==> src/rtl/mem_dma.sv <==
// Word-copy DMA engine: CPU-programmed register window plus a bus initiator port.
// Optional constant-fill mode is compiled in with MEM_DMA_FILL_EN.
module mem_dma #(
  parameter logic [31:0] ADDR     = 32'h4000_7000,
  parameter int unsigned LEN_BITS = 16
) (
  input  logic        clk,
  input  logic        reset,
  input  logic        mem_valid,
  input  logic [31:0] mem_addr,
  input  logic [31:0] mem_wdata,
  input  logic [3:0]  mem_wstrb,
  output logic        dma_sel,
  output logic        dma_ready,
  output logic [31:0] dma_rdata,
  output logic        m_valid,
  output logic [31:0] m_addr,
  output logic [31:0] m_wdata,
  output logic [3:0]  m_wstrb,
  input  logic        m_ready,
  input  logic [31:0] m_rdata
);

  typedef enum logic [2:0] {StIdle, StRd, StGapR, StWr, StGapW} state_e;

  state_e              state_q, state_d;
  logic [31:0]         src_q, src_d, dst_q, dst_d, buf_q, buf_d;
  logic [LEN_BITS-1:0] len_q, len_d;
  logic                done_q, done_d, aborted_q, aborted_d, pend_q, pend_d;
  logic                fill_q, fill_d;
  logic                ready_q;
  logic [31:0]         rdata_q, rd_mux;
  logic                m_valid_q;
  logic [31:0]         m_addr_q, m_wdata_q;
  logic [3:0]          m_wstrb_q;

  logic       reg_acc, reg_wr, ctrl_wr, start, abort, busy, hs;
  logic [1:0] reg_off;
  logic       unused_addr;

  assign dma_sel     = mem_valid && (mem_addr[31:4] == ADDR[31:4]);
  assign reg_off     = mem_addr[3:2];
  assign unused_addr = ^mem_addr[1:0];
  // One access per request: act only on the edge where dma_ready rises.
  assign reg_acc     = dma_sel && !ready_q;
  assign reg_wr      = reg_acc && (mem_wstrb != 4'h0);
  assign ctrl_wr     = reg_wr && (reg_off == 2'd3);
  assign start       = ctrl_wr && mem_wdata[0];
  assign abort       = ctrl_wr && mem_wdata[1];
  assign busy        = (state_q != StIdle);
  assign hs          = m_valid_q && m_ready;

`ifdef MEM_DMA_FILL_EN
  assign fill_d = (state_q == StIdle && start) ? mem_wdata[2] : fill_q;

  always_ff @(posedge clk or posedge reset) begin
    if (reset) fill_q <= 1'b0;
    else       fill_q <= fill_d;
  end
`else
  assign fill_q = 1'b0;
  assign fill_d = 1'b0;
`endif

  always_comb begin
    state_d   = state_q;
    src_d     = src_q;
    dst_d     = dst_q;
    len_d     = len_q;
    buf_d     = buf_q;
    done_d    = done_q;
    aborted_d = aborted_q;
    pend_d    = pend_q;

    if (reg_wr && !busy) begin
      case (reg_off)
        2'd0:    src_d = mem_wdata;
        2'd1:    dst_d = mem_wdata;
        2'd2:    len_d = mem_wdata[LEN_BITS-1:0];
        default: ;
      endcase
    end
    if (abort && busy) pend_d = 1'b1;

    unique case (state_q)
      StIdle: begin
        if (start) begin
          done_d    = 1'b0;
          aborted_d = 1'b0;
          if (abort)               aborted_d = 1'b1;
          else if (len_q == '0)    done_d    = 1'b1;
          else                     state_d   = fill_d ? StWr : StRd;
        end
      end
      StRd: begin
        if (hs) begin
          buf_d   = m_rdata;
          state_d = StGapR;
        end
      end
      StGapR: begin
        // A pending abort here drops the word that was just read.
        if (pend_q || abort) begin
          state_d   = StIdle;
          aborted_d = 1'b1;
          pend_d    = 1'b0;
        end else begin
          state_d = StWr;
        end
      end
      StWr: begin
        if (hs) begin
          if (!fill_q) src_d = src_q + 32'd4;
          dst_d   = dst_q + 32'd4;
          len_d   = len_q - LEN_BITS'(1);
          state_d = StGapW;
        end
      end
      StGapW: begin
        if (pend_q || abort) begin
          state_d   = StIdle;
          aborted_d = 1'b1;
          pend_d    = 1'b0;
        end else if (len_q == '0) begin
          state_d = StIdle;
          done_d  = 1'b1;
        end else begin
          state_d = fill_q ? StWr : StRd;
        end
      end
      default: state_d = StIdle;
    endcase
  end

  always_comb begin
    rd_mux = 32'h0;
    case (reg_off)
      2'd0:    rd_mux = {src_q[31:2], 2'b00};
      2'd1:    rd_mux = {dst_q[31:2], 2'b00};
      2'd2:    rd_mux = 32'(len_q);
      default: rd_mux = {28'h0, fill_q, aborted_q, done_q, busy};
    endcase
  end

  always_ff @(posedge clk or posedge reset) begin
    if (reset) begin
      state_q   <= StIdle;
      src_q     <= 32'h0;
      dst_q     <= 32'h0;
      len_q     <= '0;
      buf_q     <= 32'h0;
      done_q    <= 1'b0;
      aborted_q <= 1'b0;
      pend_q    <= 1'b0;
      ready_q   <= 1'b0;
      rdata_q   <= 32'h0;
      m_valid_q <= 1'b0;
      m_addr_q  <= 32'h0;
      m_wdata_q <= 32'h0;
      m_wstrb_q <= 4'h0;
    end else begin
      state_q   <= state_d;
      src_q     <= src_d;
      dst_q     <= dst_d;
      len_q     <= len_d;
      buf_q     <= buf_d;
      done_q    <= done_d;
      aborted_q <= aborted_d;
      pend_q    <= pend_d;
      ready_q   <= dma_sel;
      if (reg_acc) rdata_q <= rd_mux;
      // Initiator outputs are registered from the next state.
      m_valid_q <= (state_d == StRd) || (state_d == StWr);
      m_wstrb_q <= (state_d == StWr) ? 4'hF : 4'h0;
      if (state_d == StRd) m_addr_q <= {src_d[31:2], 2'b00};
      if (state_d == StWr) begin
        m_addr_q  <= {dst_d[31:2], 2'b00};
        m_wdata_q <= fill_d ? src_d : buf_d;
      end
    end
  end

  assign dma_ready = ready_q;
  assign dma_rdata = rdata_q;
  assign m_valid   = m_valid_q;
  assign m_addr    = m_addr_q;
  assign m_wdata   = m_wdata_q;
  assign m_wstrb   = m_wstrb_q;

endmodule

==> config.mk <==
export PLATFORM = sky130hd
export DESIGN_NAME = mem_dma
export DESIGN_NICKNAME = d
export VERILOG_FILES = /design/src/rtl/mem_dma.sv
export SDC_FILE = /design/constraint.sdc
export NUM_CORES = 1
export LEC_CHECK = 0
export BUFFER_PORTS_ARGS = -buffer_cell sky130_fd_sc_hd__buf_2
export CAP_MARGIN = 20
export CORE_UTILIZATION = 56
export CTS_BUF_LIST = sky130_fd_sc_hd__clkbuf_4 sky130_fd_sc_hd__clkbuf_8 sky130_fd_sc_hd__clkbuf_16
export DETAILED_ROUTE_END_ITERATION = 12
export GPL_TIMING_DRIVEN = 0
export PLACE_DENSITY = 0.8
export SYNTH_ARGS = -nofsm -noshare
export SYNTH_HDL_FRONTEND = slang
export SYNTH_SLANG_ARGS = --single-unit
==> constraint.sdc <==
create_clock -name clk -period 8.4 [get_ports clk]
set_input_delay 1.26 -clock clk [delete_from_list [all_inputs] [get_ports clk]]
set_output_delay 1.26 -clock clk [all_outputs]
set_load 0.02 [all_outputs]
==> results.toml <==
[run_status]
status = "finished clean"

[grt]
gr-total-overflow = 0
grt_pass1_wl_um = 57760
grt_pass1_vias = 10091
grt_usage_pct = 38.13
grt_start_max_net_pins = 112
antenna_found_initial = 1

[routing]
ant_nets = 0
viasPerCell = 6.554
drc = 0
vias = 10559
first_pass_iters = 6
drtIter0Drc = 1174
drt-total-wl_um = 38430
wl_per_cell_um = 23.86

[sta]
worst_clock_skew_ns = 0.009182
fmax_mhz = 260.5
slew_headroom_pct = 20.15
tightestPinTransition_ns = 1.189
slew_violations = 0
post-route-period-util_pct = 45.70
timing.hold.ws_ns = 0.4634
finalSetupViolCount = 0
hold_violations = 0
min_period_ns = 3.839
grt_setup_unrepaired = "no"

[pwr]
seq_power_share_pct = 35.4
total_power_mw = 4.390
leakagePower_nw = 6.358
irDropWorstVdd_mv = 0.2104
p_sw_mw = 1.692
p_clk_share_pct = 25.1
combPwrFrac_pct = 39.5
swShare_pct = 38.55
powerDensity_nw_per_um2 = 328.9
internal_power_mw = 2.698

[place]
postPlaceCellArea_um2 = 12510
io_buffers = 201
gp_congestion = 1.035
dp_hpwl_um = 27590
dpl.cell_count = 1568

[critical_path]
crit_slowest_cell = "nor3_2"
regToRegSetupSlack_ns = 4.83
timing.rr.start = "state_q[2]"
cp.arrival_ns = 4.28
max_stage_delay_ns = 0.77
cp.required_ns = 8.84
cp-startpoint = "mem_addr[19]"
path_cells = "buf_2 > nor4_1 > nand4_1 > buf_2 > nor3_2 > clkbuf_1 > nand2_1 > a311o_1 > a31oi_1"
cp-start-kind = "input port"
worst_path_dominant_cell_family = "simple AND/OR/NAND/NOR gates"
crit_top_cell = "buf_2"
crit_buf_inv = 3
rr_endpoint = "m_addr[10]"
reg2reg_depth = 8
end_kind = "flop"
crit_type = "input port to flop"
cp_max_fo = 10

[clocking]
clk_path_buf_depth = 3
cts_inserted_buffers = 23
htreeDepth = 1
clock_sinks = 211
insertion_delay_ns = 0.53
hold_buffers = 0
postCtsSetupBuffers = 0
cts_root_buf = "clkbuf_16"
cts_tree = "built"
path_clk_slew_ns = 0.06
post_cts_resized = 0

[final_layout]
final_area_um2 = 13350
layout-drive-gt1-share_pct = 27.41
layout.nets = 1436
diodes = 0
final_core_util_pct = 68.60
syn2layout_area_growth_pct = 19.93
final_cells = 1611

[synth]
synth_area_um2 = 11130
synth-edff-count = 0
synthTopCellsByCount = "211 x dfrtp_1, 93 x nor2_1, 89 x nand2_1"
yosysWarningCount = 0
synth-seq-cells = 211
synth_area_per_cell_um2 = 10.13
synth_top_area_share_pct = 47.43
synth_cell_types = 81
synth_top_flop_cell = "dfrtp_1"
synth.largest_area_cell = "dfrtp_1"
syn_inst = 1099
seq_area_frac_synth_pct = 47.43
synth_area_leaders = "dfrtp_1 47%, mux2_4 3.9%, mux2_2 3.5%, nor2_1 3.1%, nand2_1 3.0%"
synthArstFlopShare_pct = 100.0
synth.most_common_cell = "dfrtp_1"

[die]
io_pins = 207
die_x_um = 143.0
coreArea_um2 = 19460
die_area_um2 = 20450
start_util_pct = 57.20
fp.dieH_um = 143.0
rows = 51

[hold_path]
hold_start = "dma_rdata[0]"
hold_class = "flop to flop"
min_to = "dma_rdata[0]"
min_path_cells = 2

[job]
maxCapViolations = 0
## per-layer routing
metal | track usage, % | routed length, um | vias to the layer above
met2 | 58.61 | 17020 | 693
li1 | - | - | 4599
met1 | 49.25 | 14880 | 5098
met5 | 0 | 17 | -
met4 | 19.98 | 1978 | 2
met3 | 10.36 | 4530 | 167
## sequential cells by signal, indices dropped and copies added (netlist names)
| register | flops |
|---|---|
| aborted_q | 1 |
| state_q | 3 |
| m_wstrb | 1 |
| done_q | 1 |
| dma_ready | 1 |
| m_addr | 30 |
| buf_q | 32 |
| src_q | 30 |
| dma_rdata | 32 |
| m_valid | 1 |
| pend_q | 1 |
| dst_q | 30 |
| len_q | 16 |
| m_wdata | 32 |
## power groups by stage
| stage | Combinational, mW | Sequential, mW | Clock, mW |
|---|---|---|---|
| after floorplan | 0.987 | 1.68 | 0 |
| after global placement | 1.64 | 1.54 | 0 |
| after detailed placement | 1.68 | 1.55 | 0 |
| after CTS | 1.71 | 1.55 | 1.11 |
| after global routing | 1.83 | 1.59 | 1.16 |
| final | 1.73 | 1.55 | 1.10 |
## cells by family after synthesis
group           count (synthesis)  share of synthesized area (%)
compound gates                265                          17.61
xor+xnor                        1                        0.07869
fa+ha+maj                       3                         0.3372
buf+inv                        91                          3.799
flops                         211                          47.43
mux                            98                          10.62
other cells                     1                        0.03369
simple gates                  429                          20.09
## how the worst max path moves through the flow
stage	depth (start not counted)	slack, ns	to
after global placement	2	-0.98	m_addr[6]
after CTS	6	4.59	dma_sel
after floorplan	1	1.37	aborted_q
after detailed placement	9	4.17	src_q[8]
after global routing	6	4.38	dma_sel
final	9	4.56	m_addr[3]
## worst register-to-register path: stages, from the launching register on
cell	delay, ns
dfrtp_1	0.51
nor3_2	0.34
nand3_1	0.38
nor3_1	0.51
clkbuf_1	0.58
buf_2	0.46
a311oi_1	0.11
o21ai_0	0.42
a22o_1	0.20
## area by class of cell
| type | count | area, um^2 |
|---|---|---|
| Fill cell | 1506 | 6112 |
| Multi-Input combinational cell | 798 | 5433 |
| Sequential cell | 211 | 5280 |
| Timing Repair Buffer | 204 | 1044 |
| Clock buffer | 27 | 624.3 |
| Buffer | 77 | 370.4 |
| Tap cell | 265 | 331.6 |
| Clock inverter | 15 | 207.7 |
| Inverter | 14 | 60.06 |
## layout by cell type (no fill, tap or decap), types with 30 or more instances in the layout
cell / n
nand2_1: 89
and3_1: 31
nand3_1: 39
mux2_2: 35
a21oi_1: 57
buf_2: 220
mux2i_1: 33
nor2_1: 93
clkbuf_1: 42
or3_1: 30
nor3_1: 48
dfrtp_1: 211
## stage by stage
| stage | setup WS, ns | setup TNS (ns) |
|---|---|---|
| global placement | -0.9795 | -203.02 |
| floorplan | 1.374 | 0 |
| global route | 4.375 | 0 |
| CTS | 4.587 | 0 |
| finish | 4.561 | 0 |
| detailed placement | 4.172 | 0 |
No activity file was read; power rests on OpenSTA's default activity.
